File: config.mk
export PLATFORM = sky130hd
export DESIGN_NAME = hh_weight_read_scheduler_flat
export DESIGN_NICKNAME = d
export VERILOG_FILES = /design/src/rtl/lstm_mem_pkg.sv /design/src/rtl/hh_weight_read_scheduler_if.sv /design/src/rtl/hh_sched_perf_counters.sv /design/src/rtl/hh_weight_read_scheduler.sv /design/src/flat_wrapper.sv
export SDC_FILE = /design/constraint.sdc
export NUM_CORES = 1
export LEC_CHECK = 0
export BUFFER_PORTS_ARGS = -buffer_cell sky130_fd_sc_hd__buf_4
export CAP_MARGIN = 20
export CORE_AREA = 2 2 89 91
export DETAILED_ROUTE_END_ITERATION = 10
export DIE_AREA = 0 0 91 93
export PLACE_DENSITY = 0.74
export SLEW_MARGIN = 20
export SYNTH_ARGS = -nofsm -noshare
export SYNTH_HDL_FRONTEND = slang
export SYNTH_SLANG_ARGS = --single-unit
export TNS_END_PERCENT = 10
File: constraint.sdc
create_clock -name clk -period 2.2 [get_ports clk]
set_input_delay 0.33 -clock clk [delete_from_list [all_inputs] [get_ports clk]]
set_output_delay 0.33 -clock clk [all_outputs]
set_load 0.01 [all_outputs]
File: src/rtl/lstm_mem_pkg.sv
// Shared constants and state encoding for the LSTM weight-memory sequencers.
package lstm_mem_pkg;

  localparam int HIDDEN_SIZE   = 128;
  localparam int WORDS_PER_ROW = HIDDEN_SIZE / 2;
  localparam int TOTAL_WORDS   = HIDDEN_SIZE * HIDDEN_SIZE / 2;
  localparam int WADDR_W       = $clog2(TOTAL_WORDS);

  typedef enum logic [1:0] {
    ST_IDLE  = 2'd0,
    ST_RUN   = 2'd1,
    ST_DRAIN = 2'd2,
    ST_DONE  = 2'd3
  } sched_state_e;

endpackage

File: src/rtl/hh_weight_read_scheduler_if.sv
// Bus bundle between the scheduler, the weight memory, the loader and the MAC array.
// Handshakes: a loader write transfers on a cycle where ld_valid && ld_ready;
// a read is issued when mem_re is high and its tag appears one cycle later with rd_valid.
interface hh_weight_read_scheduler_if #(
  parameter int DATA_WIDTH  = 16,
  parameter int ADDR_WIDTH  = 14,
  parameter int HIDDEN_SIZE = 128
);
  localparam int WA = ADDR_WIDTH - 1;
  localparam int RW = $clog2(HIDDEN_SIZE);
  localparam int CW = $clog2(HIDDEN_SIZE / 2);

  logic                    mac_ready;
  logic                    ld_valid;
  logic                    ld_ready;
  logic [WA-1:0]           ld_addr;
  logic [2*DATA_WIDTH-1:0] ld_data;
  logic                    mem_we;
  logic [WA-1:0]           mem_waddr;
  logic [2*DATA_WIDTH-1:0] mem_wdata;
  logic                    mem_re;
  logic [WA-1:0]           mem_raddr;
  logic                    rd_valid;
  logic [RW-1:0]           rd_row;
  logic [CW-1:0]           rd_col;
  logic                    rd_row_last;
  logic                    rd_frame_last;

  modport slave (
    input  mac_ready, ld_valid, ld_addr, ld_data,
    output ld_ready, mem_we, mem_waddr, mem_wdata, mem_re, mem_raddr,
           rd_valid, rd_row, rd_col, rd_row_last, rd_frame_last
  );

  modport master (
    output mac_ready, ld_valid, ld_addr, ld_data,
    input  ld_ready, mem_we, mem_waddr, mem_wdata, mem_re, mem_raddr,
           rd_valid, rd_row, rd_col, rd_row_last, rd_frame_last
  );

endinterface

File: src/rtl/hh_sched_perf_counters.sv
// Saturating stall / completed-sweep counters for the hidden-hidden read scheduler.
module hh_sched_perf_counters (
  input  logic        clk,
  input  logic        rst,
  input  logic        stall_inc,
  input  logic        stall_clr,
  input  logic        sweep_inc,
  output logic [15:0] perf_stall_cnt,
  output logic [15:0] perf_sweep_cnt
);

  logic [15:0] stall_q, stall_d;
  logic [15:0] sweep_q, sweep_d;

  always_comb begin
    stall_d = stall_q;
    sweep_d = sweep_q;
    if (stall_clr) begin
      stall_d = '0;
    end else if (stall_inc && (stall_q != 16'hFFFF)) begin
      stall_d = stall_q + 16'd1;
    end
    if (sweep_inc && (sweep_q != 16'hFFFF)) begin
      sweep_d = sweep_q + 16'd1;
    end
  end

  always_ff @(posedge clk or posedge rst) begin
    if (rst) begin
      stall_q <= '0;
      sweep_q <= '0;
    end else begin
      stall_q <= stall_d;
      sweep_q <= sweep_d;
    end
  end

  assign perf_stall_cnt = stall_q;
  assign perf_sweep_cnt = sweep_q;

endmodule

File: src/rtl/hh_weight_read_scheduler.sv
// Row-major sweep sequencer for the W_hh weight memory; owns the write port while idle.
// Optional HH_SCHED_PERF_EN adds saturating stall and sweep counters.
module hh_weight_read_scheduler
  import lstm_mem_pkg::*;
#(
  parameter int DATA_WIDTH  = 16,
  parameter int ADDR_WIDTH  = 14,
  parameter int HIDDEN_SIZE = 128,
  parameter int TOTAL_WORDS = 8192
) (
  input  logic clk,
  input  logic rst,
  input  logic start,
  input  logic abort,
  output logic busy,
  output logic done,
`ifdef HH_SCHED_PERF_EN
  output logic [15:0] perf_stall_cnt,
  output logic [15:0] perf_sweep_cnt,
`endif
  output sched_state_e dbg_state,
  hh_weight_read_scheduler_if.slave bus
);

  localparam int WA  = ADDR_WIDTH - 1;
  localparam int WPR = HIDDEN_SIZE / 2;
  localparam int CW  = $clog2(WPR);
  localparam int RW  = $clog2(HIDDEN_SIZE);
  localparam logic [WA-1:0] LAST_ADDR = WA'(TOTAL_WORDS - 1);
  localparam logic [CW-1:0] COL_LAST  = CW'(WPR - 1);

  sched_state_e            state_q, state_d;
  logic [WA-1:0]           addr_q, addr_d;
  logic                    issue;
  logic                    ld_ready_w;
  logic                    ld_accept;

  logic                    rd_valid_q, rd_valid_d;
  logic [RW-1:0]           rd_row_q, rd_row_d;
  logic [CW-1:0]           rd_col_q, rd_col_d;
  logic                    rd_row_last_q, rd_row_last_d;
  logic                    rd_frame_last_q, rd_frame_last_d;

  logic                    mem_we_q, mem_we_d;
  logic [WA-1:0]           mem_waddr_q, mem_waddr_d;
  logic [2*DATA_WIDTH-1:0] mem_wdata_q, mem_wdata_d;

  // start has priority over a same-cycle loader request.
  assign ld_ready_w = (state_q == ST_IDLE) && !start;
  assign ld_accept  = bus.ld_valid && ld_ready_w;

  always_comb begin
    state_d = state_q;
    addr_d  = addr_q;
    issue   = 1'b0;
    case (state_q)
      ST_IDLE: begin
        if (start) begin
          state_d = ST_RUN;
          addr_d  = '0;
        end
      end
      ST_RUN: begin
        if (abort) begin
          state_d = ST_IDLE;
          addr_d  = '0;
        end else if (bus.mac_ready) begin
          issue = 1'b1;
          if (addr_q == LAST_ADDR) begin
            state_d = ST_DRAIN;
            addr_d  = '0;
          end else begin
            addr_d = addr_q + 1'b1;
          end
        end
      end
      ST_DRAIN: state_d = abort ? ST_IDLE : ST_DONE;
      ST_DONE:  state_d = ST_IDLE;
      default:  state_d = ST_IDLE;
    endcase
  end

  // Read tags are captured in the issue cycle so they line up with read_data.
  always_comb begin
    rd_valid_d      = issue;
    rd_row_d        = rd_row_q;
    rd_col_d        = rd_col_q;
    rd_row_last_d   = rd_row_last_q;
    rd_frame_last_d = rd_frame_last_q;
    if (issue) begin
      rd_row_d        = addr_q[WA-1:CW];
      rd_col_d        = addr_q[CW-1:0];
      rd_row_last_d   = (addr_q[CW-1:0] == COL_LAST);
      rd_frame_last_d = (addr_q == LAST_ADDR);
    end
  end

  always_comb begin
    mem_we_d    = ld_accept;
    mem_waddr_d = mem_waddr_q;
    mem_wdata_d = mem_wdata_q;
    if (ld_accept) begin
      mem_waddr_d = bus.ld_addr;
      mem_wdata_d = bus.ld_data;
    end
  end

  always_ff @(posedge clk or posedge rst) begin
    if (rst) begin
      state_q         <= ST_IDLE;
      addr_q          <= '0;
      rd_valid_q      <= 1'b0;
      rd_row_q        <= '0;
      rd_col_q        <= '0;
      rd_row_last_q   <= 1'b0;
      rd_frame_last_q <= 1'b0;
      mem_we_q        <= 1'b0;
      mem_waddr_q     <= '0;
      mem_wdata_q     <= '0;
    end else begin
      state_q         <= state_d;
      addr_q          <= addr_d;
      rd_valid_q      <= rd_valid_d;
      rd_row_q        <= rd_row_d;
      rd_col_q        <= rd_col_d;
      rd_row_last_q   <= rd_row_last_d;
      rd_frame_last_q <= rd_frame_last_d;
      mem_we_q        <= mem_we_d;
      mem_waddr_q     <= mem_waddr_d;
      mem_wdata_q     <= mem_wdata_d;
    end
  end

  assign bus.ld_ready      = ld_ready_w && !rst;
  assign bus.mem_we        = mem_we_q;
  assign bus.mem_waddr     = mem_waddr_q;
  assign bus.mem_wdata     = mem_wdata_q;
  assign bus.mem_re        = issue;
  assign bus.mem_raddr     = addr_q;
  assign bus.rd_valid      = rd_valid_q;
  assign bus.rd_row        = rd_row_q;
  assign bus.rd_col        = rd_col_q;
  assign bus.rd_row_last   = rd_row_last_q;
  assign bus.rd_frame_last = rd_frame_last_q;
  assign busy              = (state_q != ST_IDLE);
  assign done              = (state_q == ST_DONE);
  assign dbg_state         = state_q;

`ifdef HH_SCHED_PERF_EN
  hh_sched_perf_counters u_perf (
    .clk            (clk),
    .rst            (rst),
    .stall_inc      ((state_q == ST_RUN) && !bus.mac_ready),
    .stall_clr      ((state_q == ST_IDLE) && start),
    .sweep_inc      (state_q == ST_DONE),
    .perf_stall_cnt (perf_stall_cnt),
    .perf_sweep_cnt (perf_sweep_cnt)
  );
`endif

endmodule

File: src/flat_wrapper.sv
// flat-port wrapper written by rule: the top's interface ports become plain ports
module hh_weight_read_scheduler_flat import lstm_mem_pkg::*;
#(
  parameter int DATA_WIDTH  = 16,
  parameter int ADDR_WIDTH  = 14,
  parameter int HIDDEN_SIZE = 128,
  parameter int TOTAL_WORDS = 8192
)
  (clk, rst, start, abort, busy, done, dbg_state, bus_mac_ready, bus_ld_valid, bus_ld_addr, bus_ld_data, bus_ld_ready, bus_mem_we, bus_mem_waddr, bus_mem_wdata, bus_mem_re, bus_mem_raddr, bus_rd_valid, bus_rd_row, bus_rd_col, bus_rd_row_last, bus_rd_frame_last);
  hh_weight_read_scheduler_if #(.DATA_WIDTH(DATA_WIDTH), .ADDR_WIDTH(ADDR_WIDTH), .HIDDEN_SIZE(HIDDEN_SIZE)) bus_i ();
  input  logic clk;
  input  logic rst;
  input  logic start;
  input  logic abort;
  output logic busy;
  output logic done;
  output sched_state_e dbg_state;
  input wire logic [$bits(bus_i.mac_ready)-1:0] bus_mac_ready;
  input wire logic [$bits(bus_i.ld_valid)-1:0] bus_ld_valid;
  input wire logic [$bits(bus_i.ld_addr)-1:0] bus_ld_addr;
  input wire logic [$bits(bus_i.ld_data)-1:0] bus_ld_data;
  output wire logic [$bits(bus_i.ld_ready)-1:0] bus_ld_ready;
  output wire logic [$bits(bus_i.mem_we)-1:0] bus_mem_we;
  output wire logic [$bits(bus_i.mem_waddr)-1:0] bus_mem_waddr;
  output wire logic [$bits(bus_i.mem_wdata)-1:0] bus_mem_wdata;
  output wire logic [$bits(bus_i.mem_re)-1:0] bus_mem_re;
  output wire logic [$bits(bus_i.mem_raddr)-1:0] bus_mem_raddr;
  output wire logic [$bits(bus_i.rd_valid)-1:0] bus_rd_valid;
  output wire logic [$bits(bus_i.rd_row)-1:0] bus_rd_row;
  output wire logic [$bits(bus_i.rd_col)-1:0] bus_rd_col;
  output wire logic [$bits(bus_i.rd_row_last)-1:0] bus_rd_row_last;
  output wire logic [$bits(bus_i.rd_frame_last)-1:0] bus_rd_frame_last;
  assign bus_i.mac_ready = bus_mac_ready;
  assign bus_i.ld_valid = bus_ld_valid;
  assign bus_i.ld_addr = bus_ld_addr;
  assign bus_i.ld_data = bus_ld_data;
  assign bus_ld_ready = bus_i.ld_ready;
  assign bus_mem_we = bus_i.mem_we;
  assign bus_mem_waddr = bus_i.mem_waddr;
  assign bus_mem_wdata = bus_i.mem_wdata;
  assign bus_mem_re = bus_i.mem_re;
  assign bus_mem_raddr = bus_i.mem_raddr;
  assign bus_rd_valid = bus_i.rd_valid;
  assign bus_rd_row = bus_i.rd_row;
  assign bus_rd_col = bus_i.rd_col;
  assign bus_rd_row_last = bus_i.rd_row_last;
  assign bus_rd_frame_last = bus_i.rd_frame_last;
  hh_weight_read_scheduler #(.DATA_WIDTH(DATA_WIDTH), .ADDR_WIDTH(ADDR_WIDTH), .HIDDEN_SIZE(HIDDEN_SIZE), .TOTAL_WORDS(TOTAL_WORDS)) u_core (.clk(clk), .rst(rst), .start(start), .abort(abort), .busy(busy), .done(done), .dbg_state(dbg_state), .bus(bus_i));
endmodule
==> results.sh, run 1 <==
export IMPL_yosysWarningCount=0
export IMPL_routed_wl_um=7270
export IMPL_path_cells="nor3b_1 -> buf_4 -> nand2_2 -> inv_1 -> buf_4"
export IMPL_tightest_slew_ns=0.717
export IMPL_drive_gt1_share_pct=59.0
export IMPL_post_cts_setup_buffers=0
export IMPL_cpPeakStageDelay_ns=0.44
export IMPL_grt_setup_unrepaired="false"
export IMPL_crit_slowest_cell="dfrtp_1"
export IMPL_crit_top_cell="buf_4"
export IMPL_grt_max_degree=47
export IMPL_outcome="completed"
export IMPL_cts_max_level=3
export IMPL_grtUsageTotal_pct=17.7
export IMPL_setup_ws_ns=0.180
export IMPL_drcViolationCount=0
export IMPL_dpl_instance_area_um2=4310
export IMPL_diodes=0
export IMPL_hold_violations=0
export IMPL_finalSetupViolations=0
export IMPL_ys_ff_latch=77
export IMPL_synth_top_area_share_pct=61.3
export IMPL_ant_nets=0
export IMPL_dieArea_um2=8460
export IMPL_wl_per_cell_um=15.2
export IMPL_synth_area_per_cell_um2=13.7
export IMPL_fmax_ghz=0.495
export IMPL_period_share_pct=91.8
export IMPL_clk_pin_slew_ns=0.08
export IMPL_initialDrtViolationCount=54
export IMPL_tritoncts="built"
export IMPL_yosys_area_top_type="dfrtp_1"
export IMPL_clkSinkCount=77
export IMPL_grt_pass1_vias=2388
export IMPL_grt_overflow_total=0
export IMPL_area_growth_pct=43.5
export IMPL_worstPathMaxFanout=12
export IMPL_yosysSeqAreaShare_pct=61.3
export IMPL_tns_ns=0
export IMPL_fin_cells=478
export IMPL_gp_congestion=0.845
export IMPL_finalCriticalPeriod_ns=2.02
export IMPL_synth_area_um2=3140
export IMPL_fin_nets=424
export IMPL_dr_pass1_iters=4
export IMPL_required_ns=1.87
export IMPL_holdWs_ns=0.115
export IMPL_root_buffer="clkbuf_8"
export IMPL_io_pins=132
export IMPL_cp_top_family="buffers and inverters"
export IMPL_die_w_um=91
export IMPL_hold_class="in -> async"
export IMPL_synth_area_top_cells="dfrtp_1 61%, mux2_2 20%, xnor2_1 1.7%, nand2_1 1.3%, nand3_1 1.3%"
export IMPL_vias_per_cell=4.95
export IMPL_clock_path_buffers=2
export IMPL_postLayoutCellArea_um2=4510
export IMPL_dp_cells=463
export IMPL_clock_latency_ns=0.34
export IMPL_crit_cells=5
export IMPL_skew_ns=0.00743
export IMPL_grt_pass1_wl_um=11900
export IMPL_synth_nets=281
export IMPL_start_util_pct=41.7
export IMPL_finish_utilization_pct=59.9
export IMPL_hold_buffers=0
export IMPL_dpl_worst_slack_ns=0.224
export IMPL_rr_worst_depth=5
export IMPL_leakage_nw=2.15
export IMPL_vias=2364
export IMPL_drv_slew=0
export IMPL_numPortBuffers=131
export IMPL_cts_made_buffers=9
export IMPL_core_region_area_um2=7530
export IMPL_yosysUniqueCellTypes=35
export IMPL_start_kind="register"
export IMPL_ir_worst_vdd_v=0.000385
export IMPL_total_power_mw=3.80
export IMPL_std_cell_rows=32
export IMPL_die_h_um=93
export IMPL_cts_resized=0
export IMPL_crit_arrival_ns=1.69
export IMPL_cp_num_buf_inv=3
export IMPL_max_cap_violations=0
export IMPL_worst_setup_path_end_kind="primary output"
export IMPL_syn_inst=229
export IMPL_max_slew_margin_pct=52.1
export IMPL_cellPowerDensity_nw_per_um2=842
export IMPL_antenna_found_initial=0
export IMPL_dpl_hpwl_um=5450
export IMPL_crit_type="reg -> out"
worst reg2reg max path, delay by kind of cell (launching register included):
| family | cells | cell delay, ns |
|---|---|---|
| AOI/OAI and AO/OA | 1 | 0.15 |
| buffers and inverters | 1 | 0.10 |
| DFF | 1 | 0.50 |
| and+or+nand+nor | 2 | 0.94 |
| adders and majority gates | 1 | 0.24 |
state kept, by name, summed over array words and instances, names as in the netlist:
signal and cells:
u_core.bus.mem_raddr 13, u_core.bus.mem_waddr 13, u_core.bus.mem_wdata 32, u_core.bus.mem_we 1, u_core.bus.rd_col 6, u_core.bus.rd_frame_last 1
u_core.bus.rd_row 7, u_core.bus.rd_row_last 1, u_core.bus.rd_valid 1, u_core.dbg_state 2
routing by layer:
layer / vias to the layer above / global-route usage, % / routed length (um)
met4: 0 / 6.44 / 81
li1: 1099 / - / -
met1: 1142 / 23.7 / 3190
met5: - / 0 / 0
met2: 115 / 27.8 / 3310
met3: 8 / 5.08 / 683
path summary, 6_finish.rpt:
check,start,end,slack [ns]
setup / recovery,u_core.dbg_state[0]$_DFFE_PP0P_,bus_mem_re,0.18
hold / removal,rst,u_core.dbg_state[0]$_DFFE_PP0P_,0.11
setup reg to reg,u_core.bus.mem_raddr[0]$_DFFE_PP0P_,u_core.bus.mem_raddr[10]$_DFFE_PP0P_,0.21
hold reg to reg,u_core.bus.rd_row_last$_DFFE_PP0P_,u_core.bus.rd_row_last$_DFFE_PP0P_,0.49
max in group asynchronous,rst,u_core.bus.mem_wdata[7]$_DFFE_PP0P_,1.49
min in group clk,abort,u_core.dbg_state[1]$_DFFE_PP0P_,0.20
cells in the mapped netlist:
cell type / instances
inv_1: 5
nand4_1: 1
o41ai_1: 2
a21oi_1: 4
or3b_1: 1
nor4_1: 4
or4_4: 1
nand3_1: 8
o21bai_1: 1
a31o_2: 1
nor3b_2: 1
and2_1: 1
or4_1: 2
ha_1: 1
a31oi_1: 2
buf_2: 7
o31ai_1: 3
o21ai_0: 4
or2b_1: 1
xnor2_1: 6
a21o_1: 1
o221ai_1: 1
nor2_1: 10
and4_2: 1
a21oi_2: 1
or2_2: 2
nand2_2: 1
mux2_2: 57
dfrtp_1: 77
nor3b_1: 2
nand2_1: 11
or3_1: 2
nor3_1: 5
o22ai_1: 1
nand4_4: 1
placed cells by master, fill, tap and decap left out, types with 2 or more instances in the layout:
cell,synthesis,layout
clkinvlp_4,0,2
a31oi_1,2,2
o31ai_1,3,3
xnor2_1,6,6
inv_1,5,4
a21oi_1,4,4
or3_1,2,2
nand3_1,8,8
or2_2,2,2
nor3_1,5,5
buf_4,0,137
o41ai_1,2,2
nor4_1,4,4
o21ai_0,4,4
mux2_2,57,57
nand2_1,11,11
nor3b_2,1,2
clkbuf_8,0,10
nor2_1,10,10
dfrtp_1,77,77
or4_1,2,2
buf_12,0,2
report_power, final:
group | leakage [nW] | internal [mW] | switching [mW] | total [mW]
Clock | 0.0987 | 0.553 | 0.502 | 1.05
Sequential | 0.972 | 1.65 | 0.125 | 1.78
Combinational | 1.08 | 0.568 | 0.396 | 0.964
Total | 2.15 | 2.77 | 1.02 | 3.80
logic make-up (layout without fill, tap and decap cells):
group,count (synthesis),count (layout),share of synthesized area [%]
xor gates and xnor gates,6,6,1.67
buffers and inverters,12,159,1.71
and+or+nand+nor,55,55,10.0
AOI/OAI and AO/OA,21,21,4.46
adders and majority gates,1,1,0.398
muxes,57,57,20.4
DFF,77,77,61.3
final cells by class:
type / count / area, um^2
multi-input combinational: 140 / 1170
tap: 102 / 128
clock inverter: 5 / 60.1
clock buffer: 10 / 138
fill: 635 / 3020
inverter: 5 / 22.5
timing repair buffer: 139 / 1070
sequential: 77 / 1930
(Power assumes the default switching activity.)
==> run 2, diff against run 1 <==
- CORE_AREA: 2 2 89 91 -> 2 2 120 122
- DIE_AREA: 0 0 91 93 -> 0 0 122 124
- PLACE_DENSITY: 0.74 -> default
==> run 2 against run 1 <==
Maximum frequency grew 3.0%. Global-route usage is 7.1 points lower. Core utilization down 25 points. Critical path depth shrank 1. Sequential power about the same. Clock skew about the same. Sequential share of layout area shrank 2.1 points. Combinational power is 0.6% lower. Critical endpoint is now u_core.bus.mem_raddr[3]$_DFFE_PP0P_. Largest cell class unchanged. Largest power group unchanged. Highest routed layer unchanged.
==> results.sh, run 2 (same netlist as run 1, synthesis figures left out) <==
export IMPL_outcome="completed"
export IMPL_dr_pass1_iters=5
export IMPL_crit_arrival_ns=2.16
export IMPL_grt_max_degree=47
export IMPL_dpl_hpwl_um=5960
export IMPL_ir_worst_vdd_v=0.000589
export IMPL_worst_setup_path_end_kind="register"
export IMPL_total_power_mw=4.37
export IMPL_grt_overflow_total=0
export IMPL_path_cells="nand4_4 -> or4_4 -> a21oi_2 -> nor2_1"
export IMPL_root_buffer="clkbuf_16"
export IMPL_area_growth_pct=50.9
export IMPL_grt_pass1_wl_um=12000
export IMPL_core_region_area_um2=13700
export IMPL_routed_wl_um=7840
export IMPL_cts_max_level=3
export IMPL_tritoncts="built"
export IMPL_final_cell_mix="140 x buf_4, 77 x dfrtp_1, 57 x mux2_2"
export IMPL_diodes=0
export IMPL_grtUsageTotal_pct=10.7
export IMPL_finalCriticalPeriod_ns=1.96
export IMPL_die_h_um=124
export IMPL_skew_ns=0.00727
export IMPL_clkSinkCount=77
export IMPL_clk_pin_slew_ns=0.06
export IMPL_max_slew_margin_pct=60.4
export IMPL_vias=2408
export IMPL_tns_ns=0
export IMPL_std_cell_rows=43
export IMPL_fillers=1336
export IMPL_dieArea_um2=15100
export IMPL_cpPeakStageDelay_ns=0.58
export IMPL_reg2reg_slack_ns=0.24
export IMPL_r2r_start="u_core.bus.mem_raddr[3]$_DFFE_PP0P_"
export IMPL_finish_utilization_pct=34.6
export IMPL_finalSetupViolations=0
export IMPL_tightest_slew_ns=0.593
export IMPL_initialDrtViolationCount=59
export IMPL_wl_per_cell_um=14.1
export IMPL_start_util_pct=22.9
export IMPL_vias_per_cell=4.32
export IMPL_fmax_ghz=0.510
export IMPL_hold_class="in -> async"
export IMPL_crit_type="reg -> reg"
export IMPL_worstPathMaxFanout=10
export IMPL_leakage_nw=2.22
export IMPL_period_share_pct=89.1
export IMPL_clock_path_buffers=2
export IMPL_io_pins=132
export IMPL_antenna_found_initial=0
export IMPL_rr_worst_depth=4
export IMPL_required_ns=2.39
export IMPL_drive_gt1_share_pct=59.0
export IMPL_final_common_cell="buf_4"
export IMPL_drcViolationCount=0
export IMPL_grt_setup_unrepaired="false"
export IMPL_start_kind="register"
export IMPL_hold_violations=0
export IMPL_post_cts_setup_buffers=0
export IMPL_dpl_instance_area_um2=4410
export IMPL_gp_congestion=0.825
export IMPL_die_w_um=122
export IMPL_drv_slew=0
export IMPL_ant_nets=0
export IMPL_numPortBuffers=131
export IMPL_postLayoutCellArea_um2=4740
export IMPL_max_cap_violations=0
export IMPL_fin_nets=426
export IMPL_hold_buffers=0
export IMPL_crit_slowest_cell="or4_4"
export IMPL_reg2reg_to="u_core.bus.mem_raddr[3]$_DFFE_PP0P_"
export IMPL_clock_latency_ns=0.33
export IMPL_cts_resized=0
export IMPL_cp_top_family="simple AND/OR/NAND/NOR gates"
export IMPL_cp_num_buf_inv=0
export IMPL_largest_reg_flops=32
export IMPL_grt_pass1_vias=2324
export IMPL_cts_made_buffers=9
export IMPL_cellPowerDensity_nw_per_um2=921
## run 2: changes by cell type in the layout (fill, tap and decap cells not counted), sizes merged
cell	delta
bufinv	+2
clkinvlp	-1
buf	+2
inv	-1
## run 2: how the worst max path moves through the flow
stage | start | end | slack (ns) | cells past startpoint
after global routing | u_core.bus.mem_raddr[1]$_DFFE_PP0P_ | u_core.bus.mem_raddr[3]$_DFFE_PP0P_ | 0.07 | 5
after CTS | u_core.bus.mem_raddr[3]$_DFFE_PP0P_ | u_core.bus.mem_raddr[3]$_DFFE_PP0P_ | 0.22 | 4
after global placement | u_core.bus.mem_raddr[1]$_DFFE_PP0P_ | u_core.bus.mem_raddr[10]$_DFFE_PP0P_ | 0.29 | 5
final | u_core.bus.mem_raddr[3]$_DFFE_PP0P_ | u_core.bus.mem_raddr[3]$_DFFE_PP0P_ | 0.24 | 4
after detailed placement | u_core.bus.mem_raddr[2]$_DFFE_PP0P_ | u_core.bus.mem_raddr[3]$_DFFE_PP0P_ | 0.23 | 4
after floorplan | u_core.bus.mem_raddr[0]$_DFFE_PP0P_ | u_core.bus.mem_raddr[10]$_DFFE_PP0P_ | 0.32 | 5
## run 2: final cells by class
class	count	area, um^2	area share (%)
clock inverter	5	100	2.11
sequential	77	1930	40.6
multi-input combinational	140	1170	24.6
timing repair buffer	141	1070	22.6
clock buffer	10	229	4.83
tap	180	225	4.75
inverter	5	22.5	0.475
## run 2: through the flow
stage | hold slack, ns | setup WS (ns) | instances
2_1_floorplan | 0.393 | 0.317 | 229
4_1_cts | 0.0834 | 0.221 | 558
3_3_place_gp | 0.448 | 0.290 | 543
3_5_place_dp | 0.452 | 0.225 | 543
5_1_grt | 0.105 | 0.0737 | 558
6_report | 0.0737 | 0.239 | 558
## run 2: layer usage
| metal | up-vias | GRT usage, % | routed length, um |
|---|---|---|---|
| li1 | 1114 | - | - |
| met1 | 1169 | 13.1 | 3320 |
| met3 | 7 | 4.95 | 780 |
| met4 | 0 | 3.23 | 87 |
| met5 | - | 0 | 0 |
| met2 | 118 | 16.8 | 3650 |
## run 2: power by group
part | leakage, nW | switching, mW | internal (mW) | total (mW)
sequential | 0.972 | 0.128 | 1.66 | 1.78
combinational | 1.08 | 0.392 | 0.566 | 0.958
clock | 0.162 | 0.529 | 1.10 | 1.63
## run 2: worst reg2reg max path, stage by stage, from the launching register on
cell and delay, ns:
dfrtp_1 0.51, nand4_4 0.18, or4_4 0.58, a21oi_2 0.43, nor2_1 0.12
==> run 3, diff against run 2 <==
- CORE_AREA: 2 2 120 122 -> 2 2 125 127
- DIE_AREA: 0 0 122 124 -> 0 0 127 129
- SYNTH_HIERARCHICAL: default -> 1
==> run 3 against run 2 <==
Sequential cell count did not move. Clock power fell by 9%. Non-clock buffer count fell by 5. Worst hold slack improved by 0.022 ns. First-iteration DRC count fell by 8.5%. Critical path depth did not move. Combinational power rose by 12%. Cell area rose by 2.2%. Power fell by 0.31%. Area after synthesis rose by 7.6%. Sequential power barely moved. Critical endpoint is now bus_mem_re.
==> results.sh, run 3 <==
export IMPL_path_cells="nand4bb_1 -> buf_4 -> inv_1 -> buf_4"
export IMPL_syn_inst=236
export IMPL_grt_pass1_vias=2441
export IMPL_max_slew_margin_pct=54.6
export IMPL_fmax_ghz=0.486
export IMPL_diodes=0
export IMPL_final_cell_mix="134 x buf_4, 77 x dfrtp_1, 39 x mux2_4"
export IMPL_fin_nets=423
export IMPL_worst_setup_path_end_kind="primary output"
export IMPL_cp_top_family="buffers and inverters"
export IMPL_crit_type="reg -> out"
export IMPL_clock_latency_ns=0.34
export IMPL_max_cap_violations=0
export IMPL_crit_arrival_ns=1.73
export IMPL_hold_buffers=0
export IMPL_die_h_um=129
export IMPL_post_cts_setup_buffers=0
export IMPL_period_share_pct=93.5
export IMPL_drive_gt1_share_pct=57.2
export IMPL_start_kind="register"
export IMPL_synth_area_per_cell_um2=14.3
export IMPL_drv_slew=0
export IMPL_antenna_found_initial=0
export IMPL_initialDrtViolationCount=54
export IMPL_ir_worst_vdd_v=0.000347
export IMPL_outcome="completed"
export IMPL_drcViolationCount=0
export IMPL_dr_pass1_iters=4
export IMPL_skew_ns=0.00708
export IMPL_synth_most_common_cell="dfrtp_1"
export IMPL_die_w_um=127
export IMPL_clock_path_buffers=2
export IMPL_dp_cells=548
export IMPL_wl_per_cell_um=14.6
export IMPL_clkSinkCount=77
export IMPL_leakage_nw=2.35
export IMPL_io_pins=132
export IMPL_grt_setup_unrepaired="false"
export IMPL_fin_cells=564
export IMPL_worstPathMaxFanout=25
export IMPL_synth_nets=288
export IMPL_grt_pass1_wl_um=12900
export IMPL_hold_class="in -> async"
export IMPL_dpl_hpwl_um=5770
export IMPL_postLayoutCellArea_um2=4850
export IMPL_yosysWarningCount=6
export IMPL_cellPowerDensity_nw_per_um2=898
export IMPL_std_cell_rows=45
export IMPL_synth_top_area_share_pct=57.0
export IMPL_vias_per_cell=4.30
export IMPL_routed_wl_um=8240
export IMPL_yosysSeqAreaShare_pct=57.0
export IMPL_ant_nets=0
export IMPL_async_flop_share_pct=100
export IMPL_synth_area_um2=3380
export IMPL_grtUsageTotal_pct=10.2
export IMPL_vias=2427
export IMPL_area_growth_pct=43.4
export IMPL_synth_common_cells="77 x dfrtp_1, 39 x mux2_4, 20 x mux2_2"
export IMPL_core_region_area_um2=15000
export IMPL_grt_overflow_total=0
export IMPL_root_buffer="clkbuf_16"
export IMPL_required_ns=1.87
export IMPL_tns_ns=0
export IMPL_total_power_mw=4.35
export IMPL_hold_violations=0
export IMPL_cp_num_buf_inv=3
export IMPL_synth_area_top_cells="dfrtp_1 57%, mux2_4 17%, mux2_2 6.7%, buf_12 2.4%, o21ai_0 2.1%"
export IMPL_tightest_slew_ns=0.680
export IMPL_ys_ff_latch=77
export IMPL_cts_made_buffers=9
export IMPL_gp_congestion=0.716
export IMPL_crit_top_cell="buf_4"
export IMPL_cpPeakStageDelay_ns=0.47
export IMPL_ys_flop_type="dfrtp_1"
export IMPL_dpl_instance_area_um2=4540
export IMPL_dieArea_um2=16400
export IMPL_finalSetupViolations=0
export IMPL_numPortBuffers=131
export IMPL_yosys_area_top_type="dfrtp_1"
export IMPL_start_util_pct=22.6
export IMPL_finalCriticalPeriod_ns=2.06
export IMPL_synth_edf_count=0
export IMPL_final_common_cell="buf_4"
export IMPL_finish_utilization_pct=32.4
export IMPL_yosysUniqueCellTypes=39
export IMPL_largest_reg_flops=32
export IMPL_cts_max_level=3
export IMPL_clk_pin_slew_ns=0.06
export IMPL_crit_slowest_cell="dfrtp_1"
export IMPL_cts_resized=0
export IMPL_grt_max_degree=47
export IMPL_tritoncts="built"
[run 3: worst paths after layout]
check                                                   start  slack, ns  cells past startpoint                                   end
setup / recovery              u_core/dbg_state[1]$_DFFE_PP0P_       0.14                      4                            bus_mem_re
hold / removal                                            rst        0.1                      2   u_core/bus.mem_waddr[5]$_DFFE_PP0P_
setup reg to reg              u_core/dbg_state[0]$_DFFE_PP0P_       0.34                      4   u_core/bus.mem_waddr[9]$_DFFE_PP0P_
hold reg to reg            u_core/bus.rd_row_last$_DFFE_PP0P_       0.49                      2    u_core/bus.rd_row_last$_DFFE_PP0P_
max in group asynchronous                                 rst       1.46                      3  u_core/bus.rd_frame_last$_DFFE_PP0P_
min in group clk                                        abort       0.19                      2       u_core/dbg_state[1]$_DFFE_PP0P_
[run 3: cell families (layout without fill, tap and decap cells)]
kind of cell / count (synthesis) / in the layout / share of synthesized area [%]
adders and majority gates: 1 / 1 / 0.370
muxes: 59 / 59 / 24.0
and+or+nand+nor: 57 / 57 / 9.92
AOI/OAI and AO/OA: 26 / 26 / 4.52
DFF: 77 / 77 / 57.0
buffers and inverters: 16 / 156 / 4.18
[run 3: layer usage]
| metal | up-vias | global-route usage (%) | wire length, um |
|---|---|---|---|
| met5 | - | 0 | 0 |
| met4 | 0 | 5.17 | 196 |
| met3 | 16 | 3.87 | 592 |
| met2 | 95 | 16.3 | 3960 |
| met1 | 1197 | 12.2 | 3490 |
| li1 | 1119 | - | - |
[run 3: metrics by stage]
step / hold slack [ns] / worst slack (ns)
3_3_place_gp: 0.475 / 0.390
4_1_cts: 0.127 / 0.114
6_report: 0.0961 / 0.143
3_5_place_dp: 0.480 / 0.355
2_1_floorplan: 0.396 / 0.496
5_1_grt: 0.147 / 0.0248
[run 3: final cells by class]
type                       count  area [um^2]
inverter                       4         18.8
multi-input combinational    143         1320
tap                          188          235
sequential                    77         1930
fill                        1508        10100
clock buffer                  11          243
clock inverter                 5         60.1
timing repair buffer         136         1050
[run 3: power by group]
| part | switching [mW] | internal, mW | total [mW] |
|---|---|---|---|
| Sequential | 0.141 | 1.65 | 1.79 |
| Clock | 0.584 | 0.909 | 1.49 |
| Combinational | 0.401 | 0.667 | 1.07 |
| Total | 1.13 | 3.23 | 4.35 |
